===== config.mk =====
export PLATFORM = sky130hd
export DESIGN_NAME = mem_arbiter
export DESIGN_NICKNAME = d
export VERILOG_FILES = /design/src/rtl/riscv_mem_pkg.sv /design/src/rtl/mem_byte_seq.sv /design/src/rtl/mem_arbiter.sv
export SDC_FILE = /design/constraint.sdc
export NUM_CORES = 1
export LEC_CHECK = 0
export CORE_MARGIN = 3
export CORE_UTILIZATION = 51
export CTS_CLUSTER_SIZE = 12
export DETAILED_ROUTE_END_ITERATION = 10
export GPL_TIMING_DRIVEN = 0
export HOLD_SLACK_MARGIN = 0.06
export PLACE_DENSITY = 0.87
export SLEW_MARGIN = 20
export SYNTH_ARGS = -nofsm -noshare
export SYNTH_HDL_FRONTEND = slang
export SYNTH_SLANG_ARGS = --single-unit

===== constraint.sdc =====
create_clock -name clk_in -period 6.4 [get_ports clk_in]
set_clock_uncertainty 0.2 [all_clocks]
set_input_delay 0.96 -clock clk_in [delete_from_list [all_inputs] [get_ports clk_in]]
set_output_delay 0.96 -clock clk_in [all_outputs]
set_load 0.1 [all_outputs]

===== src/rtl/riscv_mem_pkg.sv =====
// Shared definitions for the byte-serial memory port arbiter:
// request size encodings, I/O space decode value and the grant FSM states.
package riscv_mem_pkg;

  localparam logic [1:0] SZ_BYTE  = 2'd0;
  localparam logic [1:0] SZ_HALF  = 2'd1;
  localparam logic [1:0] SZ_WORD  = 2'd2;

  // addr[17:16] value that selects the UART / memory-mapped I/O window
  localparam logic [1:0] IO_SPACE = 2'b11;

  typedef enum logic [2:0] {
    IDLE    = 3'd0,
    IF_RD   = 3'd1,
    LS_RD   = 3'd2,
    LS_WR   = 3'd3,
    IO_WAIT = 3'd4
  } arb_state_e;

  // Number of byte cycles for a request. I/O is always a single byte;
  // the illegal size code 3 is treated as a full word.
  function automatic logic [2:0] bytes_for(input logic [1:0] size, input logic is_io);
    logic [2:0] n;
    if (is_io) begin
      n = 3'd1;
    end else begin
      case (size)
        SZ_BYTE: n = 3'd1;
        SZ_HALF: n = 3'd2;
        SZ_WORD: n = 3'd4;
        default: n = 3'd4;
      endcase
    end
    return n;
  endfunction

endpackage


===== src/rtl/mem_byte_seq.sv =====
// Byte sequencer for the shared memory port: keeps the byte counter and the
// latched base address, extracts the outgoing write byte, and assembles read
// bytes little-endian. A read byte is captured the cycle after its address
// was issued, independent of rdy, so a stall never loses a returning byte.
module mem_byte_seq
  import riscv_mem_pkg::*;
#(
  parameter int ADDR_W = 32
) (
  input  logic              clk_in,
  input  logic              rst_in,
  input  logic              start,
  input  logic [ADDR_W-1:0] start_addr,
  input  logic [31:0]       start_data,
  input  logic              issue,
  input  logic              issue_rd,
  input  logic [7:0]        mem_din,
  output logic [2:0]        cnt,
  output logic [ADDR_W-1:0] cur_addr,
  output logic [7:0]        cur_byte,
  output logic [31:0]       data_next
);

  logic [2:0]        cnt_q, cnt_d;
  logic              cap_vld_q, cap_vld_d;
  logic [1:0]        cap_idx_q, cap_idx_d;
  logic [ADDR_W-1:0] base_q, base_d;
  logic [31:0]       data_q, data_d;

  // Merge any returning read byte, then advance or reload the sequence
  always_comb begin
    data_next = data_q;
    if (cap_vld_q) begin
      data_next[{cap_idx_q, 3'b000} +: 8] = mem_din;
    end
    cnt_d     = cnt_q;
    base_d    = base_q;
    data_d    = data_next;
    cap_vld_d = issue && issue_rd;
    cap_idx_d = cnt_q[1:0];
    if (start) begin
      cnt_d     = 3'd0;
      base_d    = start_addr;
      data_d    = start_data;
      cap_vld_d = 1'b0;
    end else if (issue) begin
      cnt_d = cnt_q + 3'd1;
    end
  end

  // Control registers: byte counter and pending-capture flag
  always_ff @(posedge clk_in) begin
    if (rst_in) begin
      cnt_q     <= 3'd0;
      cap_vld_q <= 1'b0;
      cap_idx_q <= 2'd0;
    end else begin
      cnt_q     <= cnt_d;
      cap_vld_q <= cap_vld_d;
      cap_idx_q <= cap_idx_d;
    end
  end

  // Datapath registers: base address and assembly/extraction word
  always_ff @(posedge clk_in) begin
    base_q <= base_d;
    data_q <= data_d;
  end

  assign cnt      = cnt_q;
  assign cur_addr = base_q + ADDR_W'(cnt_q);
  assign cur_byte = data_q[{cnt_q[1:0], 3'b000} +: 8];

endmodule


===== src/rtl/mem_arbiter.sv =====
// Arbiter for the single byte-wide memory/UART port shared by instruction
// fetch and the load/store buffer. Owns the grant FSM; byte sequencing and
// little-endian assembly live in mem_byte_seq.
// Build option: define MEM_ARB_RR_EN for round-robin between contested
// requesters; otherwise the LSB always wins a contested arbitration.
module mem_arbiter
  import riscv_mem_pkg::*;
#(
  parameter int ADDR_W = 32,
  parameter int IO_GAP = 1
) (
  input  logic              clk_in,
  input  logic              rst_in,
  input  logic              rdy_in,
  input  logic              flush,
  input  logic              if_req,
  input  logic [ADDR_W-1:0] if_addr,
  output logic              if_done,
  output logic [31:0]       if_data,
  input  logic              lsb_req,
  input  logic              lsb_wr,
  input  logic [1:0]        lsb_size,
  input  logic [ADDR_W-1:0] lsb_addr,
  input  logic [31:0]       lsb_wdata,
  output logic              lsb_done,
  output logic [31:0]       lsb_rdata,
  input  logic              io_buffer_full,
  input  logic [7:0]        mem_din,
  output logic [7:0]        mem_dout,
  output logic [ADDR_W-1:0] mem_a,
  output logic              mem_wr
);

  localparam logic       HAS_GAP  = (IO_GAP > 0);
  localparam logic [7:0] GAP_LAST = 8'((IO_GAP > 0) ? IO_GAP - 1 : 0);

  arb_state_e state_q, state_d;

  logic [2:0]  nbytes_q, nbytes_d;
  logic        is_io_q, is_io_d;
  logic [7:0]  gap_q, gap_d;
  logic        if_done_q, if_done_d;
  logic        lsb_done_q, lsb_done_d;
  logic [31:0] if_data_q, if_data_d;
  logic [31:0] lsb_rdata_q, lsb_rdata_d;

  logic [2:0]        seq_cnt;
  logic [ADDR_W-1:0] seq_addr;
  logic [7:0]        seq_byte;
  logic [31:0]       seq_data;

  logic              lsb_prio;
  logic              lsb_is_io;
  logic              grant_lsb;
  logic              accept;
  logic              rd_active;
  logic              rd_issue;
  logic              wr_issue;
  logic              last_byte;
  logic              rd_finish;
  logic              wr_finish;
  logic [ADDR_W-1:0] start_addr;
  logic [31:0]       start_data;

`ifdef MEM_ARB_RR_EN
  logic last_if_q, last_if_d;

  // Remember who was granted last so the other side wins the next contest
  always_comb begin
    last_if_d = last_if_q;
    if (accept) begin
      last_if_d = !grant_lsb;
    end
  end

  // Reset as if IF was served last, so the first contest matches fixed priority
  always_ff @(posedge clk_in) begin
    if (rst_in) begin
      last_if_q <= 1'b1;
    end else begin
      last_if_q <= last_if_d;
    end
  end

  assign lsb_prio = last_if_q;
`else
  assign lsb_prio = 1'b1;
`endif

  // Request decode: arbitration, byte issue and transfer completion
  always_comb begin
    lsb_is_io = (lsb_addr[17:16] == IO_SPACE);
    grant_lsb = lsb_req && (!if_req || lsb_prio);
    // The done cycle still sees the old request held high, so no grant then.
    accept    = (state_q == IDLE) && rdy_in && !(if_done_q || lsb_done_q)
                && (lsb_req || if_req);
    rd_active = (state_q == IF_RD) || (state_q == LS_RD);
    rd_issue  = rdy_in && rd_active && (seq_cnt < nbytes_q);
    wr_issue  = rdy_in && (state_q == LS_WR) && !(is_io_q && io_buffer_full);
    last_byte = (seq_cnt == (nbytes_q - 3'd1));
    // Reads end one cycle after the last address, when its byte returns.
    rd_finish = rdy_in && rd_active && !flush && (seq_cnt == nbytes_q);
    wr_finish = wr_issue && last_byte;
    start_addr = grant_lsb ? lsb_addr : if_addr;
    start_data = (grant_lsb && lsb_wr) ? lsb_wdata : 32'h0;
  end

  mem_byte_seq #(
    .ADDR_W (ADDR_W)
  ) u_seq (
    .clk_in     (clk_in),
    .rst_in     (rst_in),
    .start      (accept),
    .start_addr (start_addr),
    .start_data (start_data),
    .issue      (rd_issue || wr_issue),
    .issue_rd   (rd_issue),
    .mem_din    (mem_din),
    .cnt        (seq_cnt),
    .cur_addr   (seq_addr),
    .cur_byte   (seq_byte),
    .data_next  (seq_data)
  );

  // FSM state register
  always_ff @(posedge clk_in) begin
    if (rst_in) begin
      state_q <= IDLE;
    end else begin
      state_q <= state_d;
    end
  end

  // FSM next state
  always_comb begin
    state_d = state_q;
    unique case (state_q)
      IDLE: begin
        if (accept) begin
          state_d = grant_lsb ? (lsb_wr ? LS_WR : LS_RD) : IF_RD;
        end
      end
      IF_RD, LS_RD: begin
        if (rdy_in && (flush || (seq_cnt == nbytes_q))) begin
          state_d = IDLE;
        end
      end
      LS_WR: begin
        // Stores are already committed, so flush does not stop them.
        if (wr_finish) begin
          state_d = (is_io_q && HAS_GAP) ? IO_WAIT : IDLE;
        end
      end
      IO_WAIT: begin
        if (rdy_in && (gap_q == GAP_LAST)) begin
          state_d = IDLE;
        end
      end
      default: state_d = IDLE;
    endcase
  end

  // FSM outputs: drive the port only in an issuing cycle, else read address 0
  always_comb begin
    mem_a    = (rd_issue || wr_issue) ? seq_addr : '0;
    mem_wr   = wr_issue;
    mem_dout = wr_issue ? seq_byte : 8'h00;
  end

  // Transfer bookkeeping, done pulses and result registers
  always_comb begin
    nbytes_d    = nbytes_q;
    is_io_d     = is_io_q;
    gap_d       = gap_q;
    if_done_d   = rd_finish && (state_q == IF_RD);
    lsb_done_d  = (rd_finish && (state_q == LS_RD)) || wr_finish;
    if_data_d   = if_done_d ? seq_data : if_data_q;
    lsb_rdata_d = (rd_finish && (state_q == LS_RD)) ? seq_data : lsb_rdata_q;
    if (accept) begin
      nbytes_d = grant_lsb ? bytes_for(lsb_size, lsb_is_io) : 3'd4;
      is_io_d  = grant_lsb && lsb_is_io;
    end
    if (wr_finish) begin
      gap_d = 8'd0;
    end else if ((state_q == IO_WAIT) && rdy_in) begin
      gap_d = gap_q + 8'd1;
    end
  end

  // Bookkeeping and result registers; results are cleared on reset too
  always_ff @(posedge clk_in) begin
    if (rst_in) begin
      nbytes_q    <= 3'd0;
      is_io_q     <= 1'b0;
      gap_q       <= 8'd0;
      if_done_q   <= 1'b0;
      lsb_done_q  <= 1'b0;
      if_data_q   <= 32'h0;
      lsb_rdata_q <= 32'h0;
    end else begin
      nbytes_q    <= nbytes_d;
      is_io_q     <= is_io_d;
      gap_q       <= gap_d;
      if_done_q   <= if_done_d;
      lsb_done_q  <= lsb_done_d;
      if_data_q   <= if_data_d;
      lsb_rdata_q <= lsb_rdata_d;
    end
  end

  assign if_done   = if_done_q;
  assign if_data   = if_data_q;
  assign lsb_done  = lsb_done_q;
  assign lsb_rdata = lsb_rdata_q;

endmodule


==> results.yml <==
synthesis:
  synthesis.area_um2: 7080
  synth_nets: 864
  yosysWarnings: 0
  synth.top_cell.area_share: 0.336
  yosysSeqAreaShare: 0.472
  synth_area_per_cell_um2: 9.65
  syn_inst: 734
  yosys.area.top_type: "dfxtp_1"
  synth_cell_types: 53
  ys_ff_latch: 151
  yosys-top-cells-area: "dfxtp_1, edfxtp_1, a211oi_1"
timing:
  slew-limit-headroom: 0.320
  fin_crit_sh: 0.869
  maxSlewViolCount: 0
  rsz0062_at_grt: "no"
  worst_slew_pin_slew_ps: 1020
  min_period_ps: 5560
  fmax_mhz: 180
  totalNegativeSetupSlack_ps: 0
  hold_violations: 0
  finalSetupViolCount: 0
setup_path:
  critPathRequiredTime_ps: 5240
  cp-end-kind: "output port"
  path_cells: "clkbuf_1, inv_1, fa_1, nor2b_1, o211ai_1, nor4_1, xnor2_1, nor2_2, clkdlybuf4s50_1"
  max_stage_delay_ps: 1140
  reg2reg_slack_ps: 2850
  path_class: "flip-flop to output port"
  startpoint_type: "flip-flop"
  cp_num_buf_inv: 3
  slowest_stage: "clkdlybuf4s50_1"
  cp.arrival_ps: 4400
  cp_top_family: "buffers and inverters"
  path_max_fanout: 10
cts:
  cts.sinks: 151
  postCtsSetupBuffers: 0
  clkTransAtPathRegs_ps: 60
  hold_buffers: 0
  ctsResizeCount: 0
  numCtsBuffers: 17
  cts_root_buffer: "clkbuf_16"
  cts_tree: "done"
  cts_max_level: 4
  cts_buffer_depth: 2
  clkLatencyLatePin_ps: 420
outcome:
  outcome: "finished clean"
pwr:
  ir_drop_v: 0.000268
  leakage_nw: 3.39
  cellPowerDensity_nw_per_um2: 272
floorplanning:
  io_pins: 221
  die_w_um: 124
  core_area_um2: 13400
  rows: 42
  chipHeight_um: 124
  dieArea_um2: 15300
  initial_core_util: 0.528
layout:
  fin_nets: 1103
  area_growth_pct: 42.5
  design_area_um2: 10100
  final_cell_mix: "clkdlybuf4s50_1, dfxtp_1, nor2_1, a211oi_1, nand2_1"
  n_antenna_cell: 0
  filler_cell_count: 951
  layout_commonest_cell: "clkdlybuf4s50_1"
  drive_gt1_frac: 0.0934
global_routing:
  grt_pass1_wl_mm: 34.1
  antenna_found_initial: 0
  grtUsageTotal: 0.290
  grt_overflow: 0
  grt_max_degree: 27
  grt_pass1_vias: 6482
job:
  maxCapViolations: 0
min_path:
  hold_class: "flip-flop to flip-flop"
detailed_routing:
  post_drt_via_cell_ratio: 5.84
  drt_iter0_drc: 683
  route.detailed.wl_per_inst_um: 19.3
  detail-route-antenna-nets: 0
  drcViolationCount: 0
  drt-total-wl_mm: 22.4
  drt_first_pass_iters: 7
  vias: 6785
place:
  hpwl_mm: 16.7
  place_area_um2: 9510
  io_buffers: 219
  gp_congestion: 0.974
==> sequential cells by signal (all words and copies together), names as in the netlist <==
register         count
is_io_q              1
nbytes_q             3
state_q              3
lsb_rdata           32
lsb_done             1
u_seq.cap_vld_q      1
u_seq.cnt            3
u_seq.cap_idx_q      2
if_done              1
u_seq.base_q        32
gap_q                8
if_data             32
u_seq.data_q        32
==> layer usage <==
metal / vias up / routed length, µm / track usage
met1: 3226 / 9230 / 0.395
met2: 355 / 10500 / 0.460
met4: 0 / 584 / 0.107
met5: - / 0 / 0
li1: 3146 / - / -
met3: 58 / 2060 / 0.0550
==> worst paths after layout <==
check,cells past startpoint,startpoint,end
worst max register to register,9,u_seq.cnt[0],lsb_rdata[16]
worst min register to register,2,nbytes_q[1],nbytes_q[1]
worst max-delay path,9,u_seq.cnt[1],mem_a[30]
worst min-delay path,2,nbytes_q[1],nbytes_q[1]
==> where the power goes <==
group          total [mW]  switching [mW]  internal (mW)  leakage, nW
Clock               0.969           0.390          0.578        0.278
Combinational       0.636           0.414          0.223         1.85
Sequential           1.14          0.0688           1.07         1.27
==> layout make-up <==
cell class / count / area [µm²] / area share
multi-input cells: 514 / 3460 / 0.343
flip-flops and latches: 151 / 3340 / 0.331
repair buffers: 220 / 2210 / 0.219
clock buffers: 22 / 485 / 0.0481
well taps: 176 / 220 / 0.0218
plain buffers: 50 / 205 / 0.0203
clock inverters: 9 / 91.3 / 0.00905
inverters: 19 / 71.3 / 0.00707
==> worst min-delay path: cells and delay by family, from the launching register on <==
| kind | cells | cell delay, ps |
|---|---|---|
| flip-flops | 1 | 310 |
| AND/OR/NAND/NOR | 1 | 50 |
| AO/OA/AOI/OAI | 1 | 50 |
==> per-stage QoR <==
step	std cells	hold WS [ps]	setup slack [ps]	power (mW)	utilization
finish	1161	256	838	2.75	0.753
global route	1161	291	635	2.84	0.753
CTS	1161	260	833	2.75	0.753
detailed placement	1130	253	1310	1.78	0.710
global placement	1129	244	1450	1.77	0.708
floorplan	734	232	1750	1.55	-
==> cell families (layout without fill, tap and decap cells) <==
group,after synthesis,count (layout),synth area share
fa+ha+maj,16,16,0.0293
flops,151,151,0.472
compound gates,157,157,0.157
mux,41,41,0.0778
simple gates,260,260,0.175
buf+inv,69,320,0.0389
xor+xnor,40,40,0.0495
==> cells in the mapped netlist (all sizes together) <==
cell,count
a31oi,1
a211oi,67
nand2,58
ha,15
o21ai,38
xor2,17
mux2i,1
nor4,8
nand4,11
inv,19
nor2b,8
nor4bb,1
or4,1
nor2,112
or3,3
a21boi,1
mux2,32
o311ai,1
o2111ai,1
nand2b,2
o2111a,2
nor4b,1
clkbuf,31
a311oi,1
nand3,13
xnor2,23
edfxtp,32
a21o,1
and4,2
dfxtp,119
nor3b,6
o21bai,1
nor3,10
mux4,8
or2,2
buf,19
and3,8
and3b,4
fa,1
a21oi,9
a32oi,32
o211ai,2
and2,10
Note: power is estimated with default switching activity, not from simulation.
